$ cat src/rtl/frontend_line_adapter_pkg.sv
// Shared command encodings, FSM states and chunk geometry for the frontend line adapter.
// Command values must match the ORAM frontend's decoder.
package frontend_line_adapter_pkg;

    localparam logic [1:0] CmdWrite   = 2'd0;
    localparam logic [1:0] CmdAppend  = 2'd1;
    localparam logic [1:0] CmdRead    = 2'd2;
    localparam logic [1:0] CmdReadRmv = 2'd3;

    localparam int DefORAMB       = 512;
    localparam int DefFEDWidth    = 64;
    localparam int ChunkCount     = DefORAMB / DefFEDWidth;
    localparam int ChunkIdxWidth  = $clog2(ChunkCount);

    typedef enum logic [2:0] {
        StIdle       = 3'd0,
        StIssueCmd   = 3'd1,
        StSendData   = 3'd2,
        StWaitReturn = 3'd3,
        StRespond    = 3'd4
    } state_t;

    function automatic int chunkIdxWidth(input int blockWidth, input int chunkWidth);
        return $clog2(blockWidth / chunkWidth);
    endfunction

endpackage

$ cat src/rtl/line_chunk_serdes.sv
// Block <-> chunk serialiser/deserialiser sharing one chunk index; 1 cycle per chunk.
// No backpressure of its own: the parent only pulses shiftOut/capture on a completed handshake.
module line_chunk_serdes
    import frontend_line_adapter_pkg::*;
#(
    parameter int BlockWidth = 512,
    parameter int ChunkWidth = 64
) (
    input  logic                  Clock,
    input  logic                  ResetN,
    input  logic                  load,
    input  logic [BlockWidth-1:0] loadBlock,
    input  logic                  clearIdx,
    input  logic                  shiftOut,
    input  logic                  capture,
    input  logic [ChunkWidth-1:0] chunkIn,
    output logic [ChunkWidth-1:0] chunkOut,
    output logic [BlockWidth-1:0] block,
    output logic                  isLast
);

    localparam int Chunks   = BlockWidth / ChunkWidth;
    localparam int IdxWidth = chunkIdxWidth(BlockWidth, ChunkWidth);

    logic [BlockWidth-1:0] txBlock;
    logic [BlockWidth-1:0] rxBlock;
    logic [IdxWidth-1:0]   idx;

    // Outgoing chunks come from the bottom of a shift register so FEData is a plain flop.
    always_ff @(posedge Clock or negedge ResetN) begin
        if (!ResetN) begin
            txBlock <= '0;
            rxBlock <= '0;
            idx     <= '0;
        end else begin
            if (load)
                txBlock <= loadBlock;
            else if (shiftOut)
                txBlock <= txBlock >> ChunkWidth;

            for (int i = 0; i < Chunks; i++) begin
                if (capture && idx == IdxWidth'(i))
                    rxBlock[i*ChunkWidth +: ChunkWidth] <= chunkIn;
            end

            if (clearIdx)
                idx <= '0;
            else if (shiftOut || capture)
                idx <= idx + 1'b1;
        end
    end

    assign chunkOut = txBlock[ChunkWidth-1:0];
    assign block    = rxBlock;
    assign isLast   = (idx == {IdxWidth{1'b1}});

endmodule

$ cat src/rtl/frontend_line_adapter.sv
// Full-block request adapter in front of the ORAM frontend; request-to-command latency 1 cycle.
// One request in flight; every output except ReqReady is a flop, all interfaces honour valid/ready.
module frontend_line_adapter
    import frontend_line_adapter_pkg::*;
#(
    parameter int ORAMU      = 32,
    parameter int ORAMB      = DefORAMB,
    parameter int FEDWidth   = DefFEDWidth,
    parameter int BECMDWidth = 2,
    parameter int DMWidth    = ORAMB / FEDWidth
) (
    input  logic                  Clock,
    input  logic                  ResetN,
    output logic                  ReqReady,
    input  logic                  ReqValid,
    input  logic [BECMDWidth-1:0] ReqCmd,
    input  logic [ORAMU-1:0]      ReqAddr,
    input  logic [DMWidth-1:0]    ReqMask,
    input  logic [ORAMB-1:0]      ReqData,
    input  logic                  RespReady,
    output logic                  RespValid,
    output logic [ORAMB-1:0]      RespData,
    input  logic                  FECmdReady,
    output logic                  FECmdValid,
    output logic [BECMDWidth-1:0] FECmd,
    output logic [ORAMU-1:0]      FEAddr,
    output logic [DMWidth-1:0]    FEWMask,
    input  logic                  FEDataReady,
    output logic                  FEDataValid,
    output logic [FEDWidth-1:0]   FEData,
    output logic                  FEReturnReady,
    input  logic                  FEReturnValid,
    input  logic [FEDWidth-1:0]   FEReturnData,
    output logic                  Busy
);

    localparam logic [BECMDWidth-1:0] WriteCmd  = BECMDWidth'(CmdWrite);
    localparam logic [BECMDWidth-1:0] AppendCmd = BECMDWidth'(CmdAppend);

    state_t state;
    logic   loadBlock;
    logic   clearIdx;
    logic   sendBeat;
    logic   recvBeat;
    logic   lastChunk;
    logic   isDataCmd;

    assign ReqReady  = (state == StIdle);
    assign loadBlock = ReqReady && ReqValid;
    assign clearIdx  = (state == StIssueCmd) && FECmdReady;
    assign sendBeat  = FEDataValid && FEDataReady;
    assign recvBeat  = FEReturnReady && FEReturnValid;
    assign isDataCmd = (FECmd == WriteCmd) || (FECmd == AppendCmd);

    line_chunk_serdes #(
        .BlockWidth (ORAMB),
        .ChunkWidth (FEDWidth)
    ) serdes (
        .Clock     (Clock),
        .ResetN    (ResetN),
        .load      (loadBlock),
        .loadBlock (ReqData),
        .clearIdx  (clearIdx),
        .shiftOut  (sendBeat),
        .capture   (recvBeat),
        .chunkIn   (FEReturnData),
        .chunkOut  (FEData),
        .block     (RespData),
        .isLast    (lastChunk)
    );

    always_ff @(posedge Clock or negedge ResetN) begin
        if (!ResetN) begin
            state         <= StIdle;
            FECmdValid    <= 1'b0;
            FEDataValid   <= 1'b0;
            FEReturnReady <= 1'b0;
            RespValid     <= 1'b0;
            Busy          <= 1'b0;
            FECmd         <= '0;
            FEAddr        <= '0;
            FEWMask       <= '0;
        end else begin
            case (state)
                StIdle: begin
                    if (ReqValid) begin
                        FECmd      <= ReqCmd;
                        FEAddr     <= ReqAddr;
                        FEWMask    <= ReqMask;
                        FECmdValid <= 1'b1;
                        Busy       <= 1'b1;
                        state      <= StIssueCmd;
                    end
                end
                StIssueCmd: begin
                    if (FECmdReady) begin
                        FECmdValid <= 1'b0;
                        if (isDataCmd) begin
                            FEDataValid <= 1'b1;
                            state       <= StSendData;
                        end else begin
                            FEReturnReady <= 1'b1;
                            state         <= StWaitReturn;
                        end
                    end
                end
                StSendData: begin
                    // Mask is advisory to the frontend; every chunk is still transferred.
                    if (FEDataReady && lastChunk) begin
                        FEDataValid <= 1'b0;
                        Busy        <= 1'b0;
                        state       <= StIdle;
                    end
                end
                StWaitReturn: begin
                    if (FEReturnValid && lastChunk) begin
                        FEReturnReady <= 1'b0;
                        RespValid     <= 1'b1;
                        state         <= StRespond;
                    end
                end
                StRespond: begin
                    if (RespReady) begin
                        RespValid <= 1'b0;
                        Busy      <= 1'b0;
                        state     <= StIdle;
                    end
                end
                default: begin
                    FECmdValid    <= 1'b0;
                    FEDataValid   <= 1'b0;
                    FEReturnReady <= 1'b0;
                    RespValid     <= 1'b0;
                    Busy          <= 1'b0;
                    state         <= StIdle;
                end
            endcase
        end
    end

endmodule

$ cat config.mk
export PLATFORM = sky130hd
export DESIGN_NAME = frontend_line_adapter
export DESIGN_NICKNAME = d
export VERILOG_FILES = /design/src/rtl/frontend_line_adapter_pkg.sv /design/src/rtl/line_chunk_serdes.sv /design/src/rtl/frontend_line_adapter.sv
export SDC_FILE = /design/constraint.sdc
export NUM_CORES = 2
export LEC_CHECK = 0
export BUFFER_PORTS_ARGS = -buffer_cell sky130_fd_sc_hd__buf_2
export CAP_MARGIN = 20
export CORE_AREA = 3 3 483 485
export CTS_CLUSTER_SIZE = 40
export DETAILED_ROUTE_END_ITERATION = 10
export DIE_AREA = 0 0 486 488
export GPL_ROUTABILITY_DRIVEN = 0
export PLACE_DENSITY = 0.36
export SETUP_SLACK_MARGIN = 0.2
export SLEW_MARGIN = 20
export SYNTH_ARGS = -nofsm -noshare
export SYNTH_HDL_FRONTEND = slang
export SYNTH_SLANG_ARGS = --single-unit
$ cat constraint.sdc
create_clock -name Clock -period 2.16 [get_ports Clock]
set_input_delay 0.216 -clock Clock [delete_from_list [all_inputs] [get_ports Clock]]
set_output_delay 0.216 -clock Clock [all_outputs]
set_load 0.05 [all_outputs]
### Word-level counts from Yosys, hierarchy flattened

Cells that the tools add are included.
Widths: inputs -> output; s select.

* flip-flop bits (word level): 1077
* input bits: 625
* output and inout bits: 624
* logic and storage cells: 103

* add/subtract/negate cells: 1
* eq/ne operators: 19
* mux-type cells: 26
* bitwise operators: 5
* reduce and logical (&&, ||, !) cells: 33

Operator list (count)
* $mux 512: 2
* $mux 3: 7
* $eq 3x3->1 const B: 5
* $pmux 3 s5: 1
* $logic_and 1x1->1: 14
* $eq 3x2->1 const B: 4
* $ne 2x2->1 const B: 6
* $pmux 1 s3: 4
* $reduce_and 4->1: 3
* $reduce_or 3->1: 4
* $mux 1: 11
* $eq 3x1->1 const B: 2
* $logic_not 3->1: 2
* $reduce_and 3->1: 2
* $not 1->1: 5
* $reduce_and 5->1: 1
* $pmux 1 s4: 1
* $reduce_bool 2->1: 2
* $add 3x1->3 const B: 1
* $eq 2x1->1 const B: 1
* $logic_not 2->1: 1
* $logic_or 1x1->1: 2
* $ne 2x1->1 const B: 1
* $reduce_and 2->1: 1
* $reduce_or 2->1: 1

### Depth between registers and ports, before layout

* depth in word-level cells: 5
* gate-level depth with buffers: 8
* depth with buffers taken out: 5

### Cells and area by module

From an unflattened synthesis, not the netlist that was laid out.

* cell total of the unflattened synthesis: 3528
* area total of the unflattened synthesis: 45054.5 um^2

Modules (own cells, without submodules)
* line_chunk_serdes: instances 1, cells an instance 3390, area each 42904.9 um^2, sequential area each 25699.6 um^2
* frontend_line_adapter: instances 1, cells an instance 138, area each 2149.6 um^2, sequential area each 1251.2 um^2

### Least setup slack after synthesis

OpenSTA, ideal clock, no wires.

* path type: reg-to-output
* start point: register state[0]
* end point: output ReqReady
* data arrival time: 1.709 ns
* required time: 1.944 ns
* path slack: 0.235 ns
* stages on the path, launching flop included: 3
* buffers on the path: 1
* path through: dfrtp_1 > clkbuf_1 > nor3_1

* longest elaborated chain between the ends: 1

RTL lines
* start: declaration: RTL line frontend_line_adapter.sv:40 `state_t state;`
* start signal: assignment: RTL line frontend_line_adapter.sv:74 `state <= StIdle;`
* start signal: assignment: RTL line frontend_line_adapter.sv:92 `state <= StIssueCmd;`
* start signal: assignment: RTL line frontend_line_adapter.sv:100 `state <= StSendData;`
* $logic_not 3->1: RTL line frontend_line_adapter.sv:48 `assign ReqReady = (state == StIdle);`
* end: declaration: RTL line frontend_line_adapter.sv:14 `output logic ReqReady,`

Every way passes these cells.

### Final worst setup path

* start point: register state[0]
* end point: register serdes.txBlock[465]

* longest elaborated chain between the ends: 3
* elaborated cells between the ends (all ways): 4
* classes of those cells: mux (1); reduce/logical (3)

RTL lines
* $logic_not 3->1 *: RTL line frontend_line_adapter.sv:48
* $logic_and 1x1->1 *: RTL line frontend_line_adapter.sv:49 `assign loadBlock = ReqReady && ReqValid;`
* $mux 512 or $reduce_bool 2->1 (tied branches)
* end signal: assignment: RTL line line_chunk_serdes.sv:37 `txBlock <= loadBlock;`
* end signal: assignment: RTL line line_chunk_serdes.sv:39 `txBlock <= txBlock >> ChunkWidth;`
* end: declaration: RTL line line_chunk_serdes.sv:25 `logic [BlockWidth-1:0] txBlock;`

Every way passes the cells marked *; elsewhere a longest branch is shown, timed or not.
A chain may end at the register's enable or synchronous reset.

==> metrics <==
Die Footprint 0.237 sq mm; # DRC 0; die height 488 um; Max H-tree Level 4; Slew headroom 63.9%; Most Used Layer, Global Route met2; Top FF cell, synth dfrtp_1; Seq pwr share 33.7%; GR Layer Usage met3 5.47%; Least-Margin Pin Slew 0.541 ns; final WL 216000 um; vias 35556; Final Hold Violating Endpoints 0; Util after Layout 28.7%; period utilization 89.5%; CP Max Fanout 33; terminus of the critical flop-to-flop path serdes.txBlock[465]; Post-Syn Area per Cell 12.3 sq um; Clk Latency, worst-skew pair 0.80 ns; number of flops mapped to enable cells by yosys 0; DR pass1 iterations 5; clk slew on worst S/H paths 0.06 ns; vias per inst 4.12; TritonCTS Sinks 1077; Hold Path Stages 4; Unique masters post-synth 33; reg2reg setup slack 0.23 ns; Leak 33.0 nW; clock share of power 22.3%; CTS root buf clkbuf_16; Yosys warning count 0; Crit Path Class register to register; port bufs 1248; pin count of the biggest net entering global routing 74; pwr dens 1590 mW/mm^2; # nets final 6099; Mapped Cells 3609; Setup Skew 0.0447 ns; setup TNS 0 ns; register area share after synthesis 60.6%; reg-to-reg startpoint state[0]; combinational power share 44.0%; Max VDD drop 1.20 mV; post-DR wirelength/cell 25.1 um; RSZ-0062 raised after global routing true; max_cap viols 0; Initial Util 19.4%; antenna viol nets, final 0; CP Data Required Time 2.84 ns; CTS tree yes; Final setup violation count 0; Net Switching 49.1 mW; max-slew violations 0; M1 GR Usage 21.3%; maximum root-to-sink buffer count 3; Post-DP HPWL 164000 um; core area 0.230 sq mm; Synth async-reset ratio 100%; row cnt 176; Yosys top cell by area dfrtp_1; Multi-input gate area 0.0160 sq mm; fillers 24125; top cell type's share of synthesized area 60.6%; GRT Util Overall 17.8%; Worst Hold Endpoint FEAddr[4]; met2 GRT Util 30.3%; final period demand of the worst path 1.93 ns; Cell Area, Synth 0.0445 sq mm; FF+latch count, synth 1077; outcome finished, final reports clean; total internal power 56.0 mW; Critical Path AT 2.62 ns; P&R area growth vs syn 48.3%; hold_sp ReqAddr[4]; largest cells by area after synthesis dfrtp_1 (61%), mux2_2 (13%), mux2i_1 (10%), nand2_1 (6.0%), o21ai_0 (5.1%); worst hold path type input pin to register; I/O pin total 1249; Setup crit end kind register; Highest Clock Rate 0.517 GHz; storage element area 0.0270 sq mm; total CTS buffers 140; share of cells above drive strength 1 38.0%; vias in the first global route 38326; Worst setup SP type register; Reg2Reg Depth 6; global-route wire length before repair 301000 um; initial DRC count 1805; Die Wd 486 um; GR Overflow Total 0; Sw Share 46.7%; Syn Nets 4240; initial antenna violation count 91
-- metrics by stage --
stage | setup slack, ns | cell area [sq um] | power (mW) | hold WS [ns] | std cells
after floorplan | 0.235 | 44500 | 65.7 | -0.0796 | 3609
after CTS | 0.141 | 65700 | 107 | 0.0357 | 8582
after detailed placement | 0.230 | 54800 | 81.2 | 0.179 | 7716
after global placement | 0.262 | 54800 | 80.9 | 0.185 | 7716
final | 0.226 | 65900 | 105 | 0.143 | 8635
after global routing | 0.141 | 65900 | 111 | 0.0810 | 8626
-- cells in the mapped netlist, drive strengths merged (2+ instances only) --
cell type     n
a211oi        2
nor2b         3
buf         217
a31oi         2
ha            6
nand2       710
o21ai       455
a21oi         3
mux2i       449
dfrtp      1077
nand2b        2
nand3        71
mux2        512
clkbuf       78
nor3          2
inv           6
nor2          3
-- logic make-up (layout without fill, tap and decap cells) --
logic type      after synthesis  count (layout)  synth area share (%)
other cells                   0              47                     0
mux                         961             961                  23.1
buf+inv                     301            2254                  3.74
simple gates                796             796                  7.07
flops                      1077            1077                  60.6
xor+xnor                      1               1                0.0197
fa+ha+maj                     6               6                 0.169
compound gates              467             467                  5.32
-- power by group through the flow --
stage | clock, mW | sequential, mW | combinational (mW)
after floorplan | 0 | 50.2 | 15.5
after global placement | 0 | 35.5 | 45.4
after detailed placement | 0 | 35.7 | 45.6
after CTS | 24.3 | 35.5 | 46.8
after global routing | 25.1 | 36.5 | 49.1
final | 23.4 | 35.4 | 46.3
-- worst max-delay path: stages, from the launching register on --
cell and delay, ns:
dfrtp_1 0.39, buf_6 0.13, buf_4 0.17, or4b_4 0.59, buf_16 0.20, nand3_1 0.18, nand2_1 0.07
-- placed cells by master, fill, tap and decap left out, types with 5 or more instances in the layout --
| master | n |
|---|---|
| nand3_1 | 64 |
| clkinv_16 | 11 |
| buf_2 | 1242 |
| buf_4 | 66 |
| clkinvlp_4 | 5 |
| clkinv_2 | 7 |
| clkbuf_8 | 25 |
| mux2_2 | 512 |
| dfrtp_1 | 1075 |
| nand2_1 | 705 |
| buf_12 | 64 |
| diode_2 | 47 |
| clkbuf_1 | 40 |
| o21ai_0 | 455 |
| inv_1 | 6 |
| mux2i_1 | 449 |
| dlygate4sd3_1 | 627 |
| ha_1 | 5 |
| clkbuf_16 | 143 |
-- worst max path at each step --
stage | from | to | slack, ns | depth (start not counted)
2_1_floorplan | state[0] | ReqReady | 0.24 | 2
3_3_place_gp | FEReturnReady | serdes.block[366] | 0.26 | 4
3_5_place_dp | FEReturnReady | serdes.block[364] | 0.23 | 4
4_1_cts | state[1] | ReqReady | 0.14 | 2
5_1_grt | state[0] | serdes.txBlock[27] | 0.14 | 6
6_report | state[0] | serdes.txBlock[465] | 0.23 | 6
-- layer usage --
layer	wire length, um	up-vias
li1	-	16145
met1	88900	17893
met2	106000	1164
met3	14900	340
met4	6520	14
met5	96	-
-- cell type report --
| class | instances | area share, % |
|---|---|---|
| diodes | 47 | 0.178 |
| clock buffers | 205 | 6.06 |
| clock inverters | 31 | 0.871 |
| inverters | 6 | 0.0341 |
| multi-input cells | 2231 | 24.2 |
| flip-flops and latches | 1077 | 40.9 |
| well taps | 3026 | 5.74 |
| repair buffers | 2012 | 22.0 |
-- state kept, by name (all words and copies together), names as in the netlist, 2 cells and up --
register	cells
serdes.block	512
FECmd	2
serdes.idx	3
state	3
serdes.txBlock	512
FEAddr	32
FEWMask	8
-- repair_timing --
item | CTS | global route
hold buffers | 628 | 0
pin swaps | 0 | 3
gates cloned | 0 | 2
resized for setup | 10 | 16
setup buffers | 2 | 4
hold endpoints to repair | 1744 | 0
setup endpoints to repair | 5 | 297
Power figures use the tool's default switching activity.
